<file path="config.mk">
export PLATFORM = sky130hd
export DESIGN_NAME = krv_uart_rx
export DESIGN_NICKNAME = d
export VERILOG_FILES = /design/src/rtl/krv_uart_rx.sv
export SDC_FILE = /design/constraint.sdc
export NUM_CORES = 1
export LEC_CHECK = 0
export CAP_MARGIN = 20
export CELL_PAD_IN_SITES_DETAIL_PLACEMENT = 0
export CELL_PAD_IN_SITES_GLOBAL_PLACEMENT = 1
export CORE_MARGIN = 2
export CORE_UTILIZATION = 40
export CTS_BUF_LIST = sky130_fd_sc_hd__clkbuf_2
export DETAILED_ROUTE_END_ITERATION = 7
export GPL_TIMING_DRIVEN = 0
export PLACE_DENSITY = 0.74
export SYNTH_ARGS = -nofsm -noshare
export SYNTH_HDL_FRONTEND = slang
export SYNTH_SLANG_ARGS = --single-unit
</file>
<file path="constraint.sdc">
create_clock -name cpu_clk -period 5.85 [get_ports cpu_clk]
set_input_delay 0.8775 -clock cpu_clk [delete_from_list [all_inputs] [get_ports cpu_clk]]
set_output_delay 0.8775 -clock cpu_clk [all_outputs]
set_load 0.05 [all_outputs]
</file>
<file path="src/rtl/krv_uart_rx.sv">
// UART 8N1 receive engine: synchronises the RX pin, deserialises LSB-first
// bytes and presents them through a valid/ack interface with sticky errors.
//
// state     | meaning
// IDLE      | line idle, waiting for rxs==0 (start edge)
// START     | half-bit wait, confirm start bit or reject glitch
// DATA      | sample 8 data bits, one per baud_div cycles
// STOP      | sample stop bit, deliver byte or flag framing error
// WAIT_IDLE | after a framing error, wait for the line to return high
module krv_uart_rx #(
  parameter int DIV_WIDTH   = 16,
  parameter int SYNC_STAGES = 2
) (
  input  logic                 cpu_clk,
  input  logic                 rst,
  input  logic                 uart_rx,
  input  logic [DIV_WIDTH-1:0] baud_div,
  output logic [7:0]           rx_data,
  output logic                 rx_valid,
  input  logic                 rx_ack,
  output logic                 rx_busy,
  output logic                 frame_err,
  output logic                 overrun,
  input  logic                 err_clr
);

  typedef enum logic [2:0] {
    IDLE      = 3'd0,
    START     = 3'd1,
    DATA      = 3'd2,
    STOP      = 3'd3,
    WAIT_IDLE = 3'd4
  } state_t;

  localparam logic [DIV_WIDTH-1:0] DIV_ONE = {{(DIV_WIDTH-1){1'b0}}, 1'b1};

  state_t                 state_q, state_d;
  logic [SYNC_STAGES-1:0] sync_q, sync_d;
  logic [DIV_WIDTH-1:0]   cnt_q, cnt_d;
  logic [DIV_WIDTH-1:0]   div_q, div_d;
  logic [2:0]             bit_q, bit_d;
  logic [7:0]             shift_q, shift_d;
  logic [7:0]             data_q, data_d;
  logic                   valid_q, valid_d;
  logic                   busy_q, busy_d;
  logic                   fe_q, fe_d;
  logic                   ovr_q, ovr_d;
  logic                   rxs;
  logic                   tick;
  logic [DIV_WIDTH-1:0]   tgt;

  assign sync_d = {sync_q[SYNC_STAGES-2:0], uart_rx};
  assign rxs    = sync_q[SYNC_STAGES-1];

  // START waits half a bit (sample at T0+H); other states wait a full bit.
  assign tgt  = (state_q == START) ? ((div_q >> 1) - DIV_ONE) : (div_q - DIV_ONE);
  assign tick = (cnt_q == tgt);

  always_ff @(posedge cpu_clk or posedge rst) begin
    if (rst) begin
      sync_q  <= '1;
      state_q <= IDLE;
      cnt_q   <= '0;
      div_q   <= '0;
      bit_q   <= '0;
      shift_q <= '0;
      data_q  <= '0;
      valid_q <= 1'b0;
      busy_q  <= 1'b0;
      fe_q    <= 1'b0;
      ovr_q   <= 1'b0;
    end else begin
      sync_q  <= sync_d;
      state_q <= state_d;
      cnt_q   <= cnt_d;
      div_q   <= div_d;
      bit_q   <= bit_d;
      shift_q <= shift_d;
      data_q  <= data_d;
      valid_q <= valid_d;
      busy_q  <= busy_d;
      fe_q    <= fe_d;
      ovr_q   <= ovr_d;
    end
  end

  always_comb begin
    state_d = state_q;
    case (state_q)
      IDLE:      if (!rxs) state_d = START;
      START:     if (tick) state_d = rxs ? IDLE : DATA;
      DATA:      if (tick && (bit_q == 3'd7)) state_d = STOP;
      STOP:      if (tick) state_d = rxs ? IDLE : WAIT_IDLE;
      WAIT_IDLE: if (rxs) state_d = IDLE;
      default:   state_d = IDLE;
    endcase
  end

  always_comb begin
    cnt_d   = cnt_q + DIV_ONE;
    div_d   = div_q;
    bit_d   = bit_q;
    shift_d = shift_q;
    data_d  = data_q;
    valid_d = valid_q;
    fe_d    = fe_q;
    ovr_d   = ovr_q;
    case (state_q)
      IDLE: begin
        cnt_d = '0;
        bit_d = '0;
        if (!rxs) div_d = baud_div;
      end
      START: if (tick) cnt_d = '0;
      DATA: begin
        if (tick) begin
          cnt_d   = '0;
          shift_d = {rxs, shift_q[7:1]};
          bit_d   = bit_q + 3'd1;
        end
      end
      STOP: if (tick) cnt_d = '0;
      default: cnt_d = '0;
    endcase

    if (err_clr) begin
      fe_d  = 1'b0;
      ovr_d = 1'b0;
    end
    if (rx_ack) valid_d = 1'b0;
    // A load in the same cycle as rx_ack or err_clr takes priority.
    if ((state_q == STOP) && tick) begin
      if (rxs) begin
        data_d  = shift_q;
        valid_d = 1'b1;
        if (valid_q && !rx_ack) ovr_d = 1'b1;
      end else begin
        fe_d = 1'b1;
      end
    end
    busy_d = (state_d != IDLE);
  end

  assign rx_data   = data_q;
  assign rx_valid  = valid_q;
  assign rx_busy   = busy_q;
  assign frame_err = fe_q;
  assign overrun   = ovr_q;

endmodule

</file>
==> flow_metrics.py <==
metrics = {
    "status": {
        "run_status": "finished, final reports clean",
    },
    "timing": {
        "rsz0062_at_grt": "no",
        "final.setup.tns_ps": 0,
        "fin_crit_sh_pct": 87.3,
        "slew_violations": 0,
        "worst_slew_pin_slew_ps": 740,
        "fmax_ghz": 0.196,
        "hold_viol": 0,
        "setup_viol": 0,
        "finalWorstSetupSlack_ps": 741,
        "fin_crit_ps": 5110,
        "max_slew_margin_pct": 50.0,
        "clock_skew_ps": 33.5,
    },
    "critical_path": {
        "path_buf_inv": 4,
        "rr_worst_depth": 15,
        "cp_slowest_cell": "or4b_4",
        "worstPathMaxFanout": 19,
        "path_delay_family": "compound AO/OA/AOI/OAI gates",
        "crit_top_cell": "buf_4",
        "critPathKind": "register to register",
        "reg2reg_from": "state_q[2]",
        "critPathCaptureType": "register",
        "crit_path_cell_trace": "buf_4 > nor3b_1 > buf_2 > mux2i_1 > ha_1 > or4b_4 > a2111oi_4 > xor2_1 > o221ai_1 > a2111o_1 > or4_1 > buf_4 > o21ai_1 > clkbuf_1 > nor2_1",
        "worstPathArrival_ps": 5470,
        "cp.required_ps": 6210,
        "r2r_slack_ps": 740,
        "startpoint": "state_q[2]",
        "startpoint_type": "register",
        "r2r_end": "cnt_q[11]",
        "slowest_delay_ps": 530,
    },
    "grt": {
        "antenna_found_initial": 0,
        "grt_pass1_wl_mm": 14.8,
        "grt_max_degree": 35,
        "grt_pass1_vias": 2944,
        "grt.total_usage_pct": 19.0,
        "overflow": 0,
    },
    "power": {
        "total_power_uw": 925,
        "p_per_area_mw_per_mm2": 215,
        "p_leak_nw": 1.85,
        "irDropWorstVdd_mv": 0.125,
    },
    "logic_synthesis": {
        "yosys_warnings": 0,
        "synth_area_mm2": 0.00367,
        "synth_seq_cells": 60,
        "async_flop_share_pct": 100,
        "seq_area_frac_synth_pct": 41.0,
        "synth_edf_count": 0,
        "yosysTopAreaCell": "dfrtp_1",
        "avgSynthCellArea_um2": 10.2,
        "synthesis.instances": 361,
        "synth_nets": 386,
        "ys_types": 56,
        "synth_flop_cell": "dfrtp_1",
        "synth_top_area_share_pct": 39.6,
        "synth_area_leaders": "dfrtp_1 (40%), mux2_2 (7.1%), xor2_1 (4.5%)",
    },
    "drt": {
        "viasPerCell": 5.64,
        "drt_iter0_markers": 186,
        "vias": 2921,
        "wl_mm": 8.75,
        "routedWlPerCell_um": 16.9,
        "drtPass1Iterations": 4,
        "drc": 0,
        "antenna_left": 0,
    },
    "hold_path": {
        "holdPathEnd": "sync_q[1]",
        "hp-start": "sync_q[0]",
        "hold_path.class": "register to register",
        "min_path_cells": 0,
    },
    "placed_design": {
        "place_ws_ps": 383,
        "gp_congestion": 0.899,
        "port_buffers": 32,
        "dp_cells": 503,
        "place_hpwl_mm": 6.39,
    },
    "layout": {
        "final_layout_size_suffix_gt1_share_pct": 17.6,
        "num_antenna_cells": 0,
        "layout.cells.most_common": "dfrtp_1",
        "syn2layout_area_growth_pct": 17.2,
        "final_cell_mix": "dfrtp_1 (58), clkdlybuf4s50_1 (32), nor2_1 (28)",
        "fin_nets": 430,
        "fin_cells": 518,
        "fillers": 863,
    },
    "cts": {
        "root_buffer": "clkbuf_2",
        "clk_latency_ps": 500,
        "clkSinkCount": 60,
        "htree_num_levels": 3,
        "clkTransAtPathRegs_ps": 170,
        "numCtsBuffers": 9,
        "cts_tree": "built",
        "clockBufferDepth": 2,
        "cts_hold_buf": 0,
    },
    "floorplan": {
        "fp-row-count": 34,
        "start_util_pct": 41.7,
        "die_w_um": 99.8,
        "die_y_um": 99.8,
        "die-area_mm2": 0.00995,
        "core_area_mm2": 0.00881,
        "io_pins": 33,
    },
    "run": {
        "cap_violations": 0,
    },
}
[state kept, by name, summed over array words and instances (netlist names)]
name and flops:
sync_q 2, frame_err 1, cnt_q 16, state_q 3, rx_valid 1, rx_busy 1
overrun 1, div_q 16, rx_data 8, bit_q 3, shift_q 8
[final cells by class]
type | count | area, um^2 | share of cell area, %
clock buffers | 9 | 45.0 | 1.05
plain buffers | 22 | 106 | 2.47
inverters | 8 | 30.0 | 0.699
flip-flops and latches | 60 | 1500 | 35.0
clock inverters | 7 | 98.8 | 2.30
multi-input cells | 270 | 2030 | 47.2
repair buffers | 34 | 348 | 8.09
well taps | 108 | 135 | 3.14
[per-layer routing]
| layer | vias up | global-route usage (%) | share of wire (%) |
|---|---|---|---|
| met1 | 1448 | 25.7 | 47 |
| met4 | 0 | 5.16 | 0.99 |
| met5 | - | 0 | 0 |
| met2 | 51 | 29.9 | 48 |
| li1 | 1412 | - | - |
| met3 | 10 | 5.34 | 4.4 |
[synth_stat cells (5+ instances only)]
library cell  count
dfrtp_1          58
nor2_1           28
mux2_2           23
nand3_1          19
xor2_1           19
a21oi_1          14
clkbuf_1         14
xnor2_1          14
nand2_1          12
nor3_1           12
mux2i_1          11
o21ai_0          11
inv_1             8
mux2_4            8
or2_2             8
nor4bb_1          7
o211ai_1          7
or3_1             7
nand4_1           5
nor2b_1           5
[per-stage QoR]
stage / cell area, um^2 / util, % / hold WS, ps
6_report: 4300 / 48.8 / 370
5_1_grt: 4300 / 48.8 / 383
4_1_cts: 4300 / 48.8 / 372
3_5_place_dp: 4160 / 47.2 / 347
3_3_place_gp: 4120 / 46.8 / 349
2_1_floorplan: 3670 / - / 345
[cells by family (layout without fill, tap and decap cells)]
logic type | after synthesis | after routing | share of synthesized area (%)
muxes | 42 | 42 | 13.3
xor gates and xnor gates | 33 | 33 | 7.88
and+or+nand+nor | 130 | 130 | 20.5
adders and majority gates | 4 | 4 | 1.36
DFF | 60 | 60 | 41.0
buffers and inverters | 31 | 80 | 3.82
AOI/OAI and AO/OA | 61 | 61 | 12.1
[power breakdown]
group / total (mW) / switching, mW / internal (mW) / leakage (nW)
registers: 0.468 / 0.0308 / 0.437 / 0.776
logic: 0.138 / 0.0729 / 0.0655 / 0.987
clock network: 0.318 / 0.175 / 0.144 / 0.0825
total: 0.925 / 0.278 / 0.647 / 1.85
[worst max path at each step]
stage	end	slack (ps)	depth (start not counted)
floorplan	rx_data[0]	1000	16
global route	cnt_q[11]	280	15
global placement	cnt_q[11]	340	16
finish	cnt_q[11]	740	15
detailed placement	cnt_q[14]	380	16
CTS	cnt_q[11]	320	16
[timing repair]
item                                    CTS  global route
setup buffers                             0             0
resized for setup                         0             0
endpoints found under the setup margin    0            10
Power figures use the tool's default switching activity.
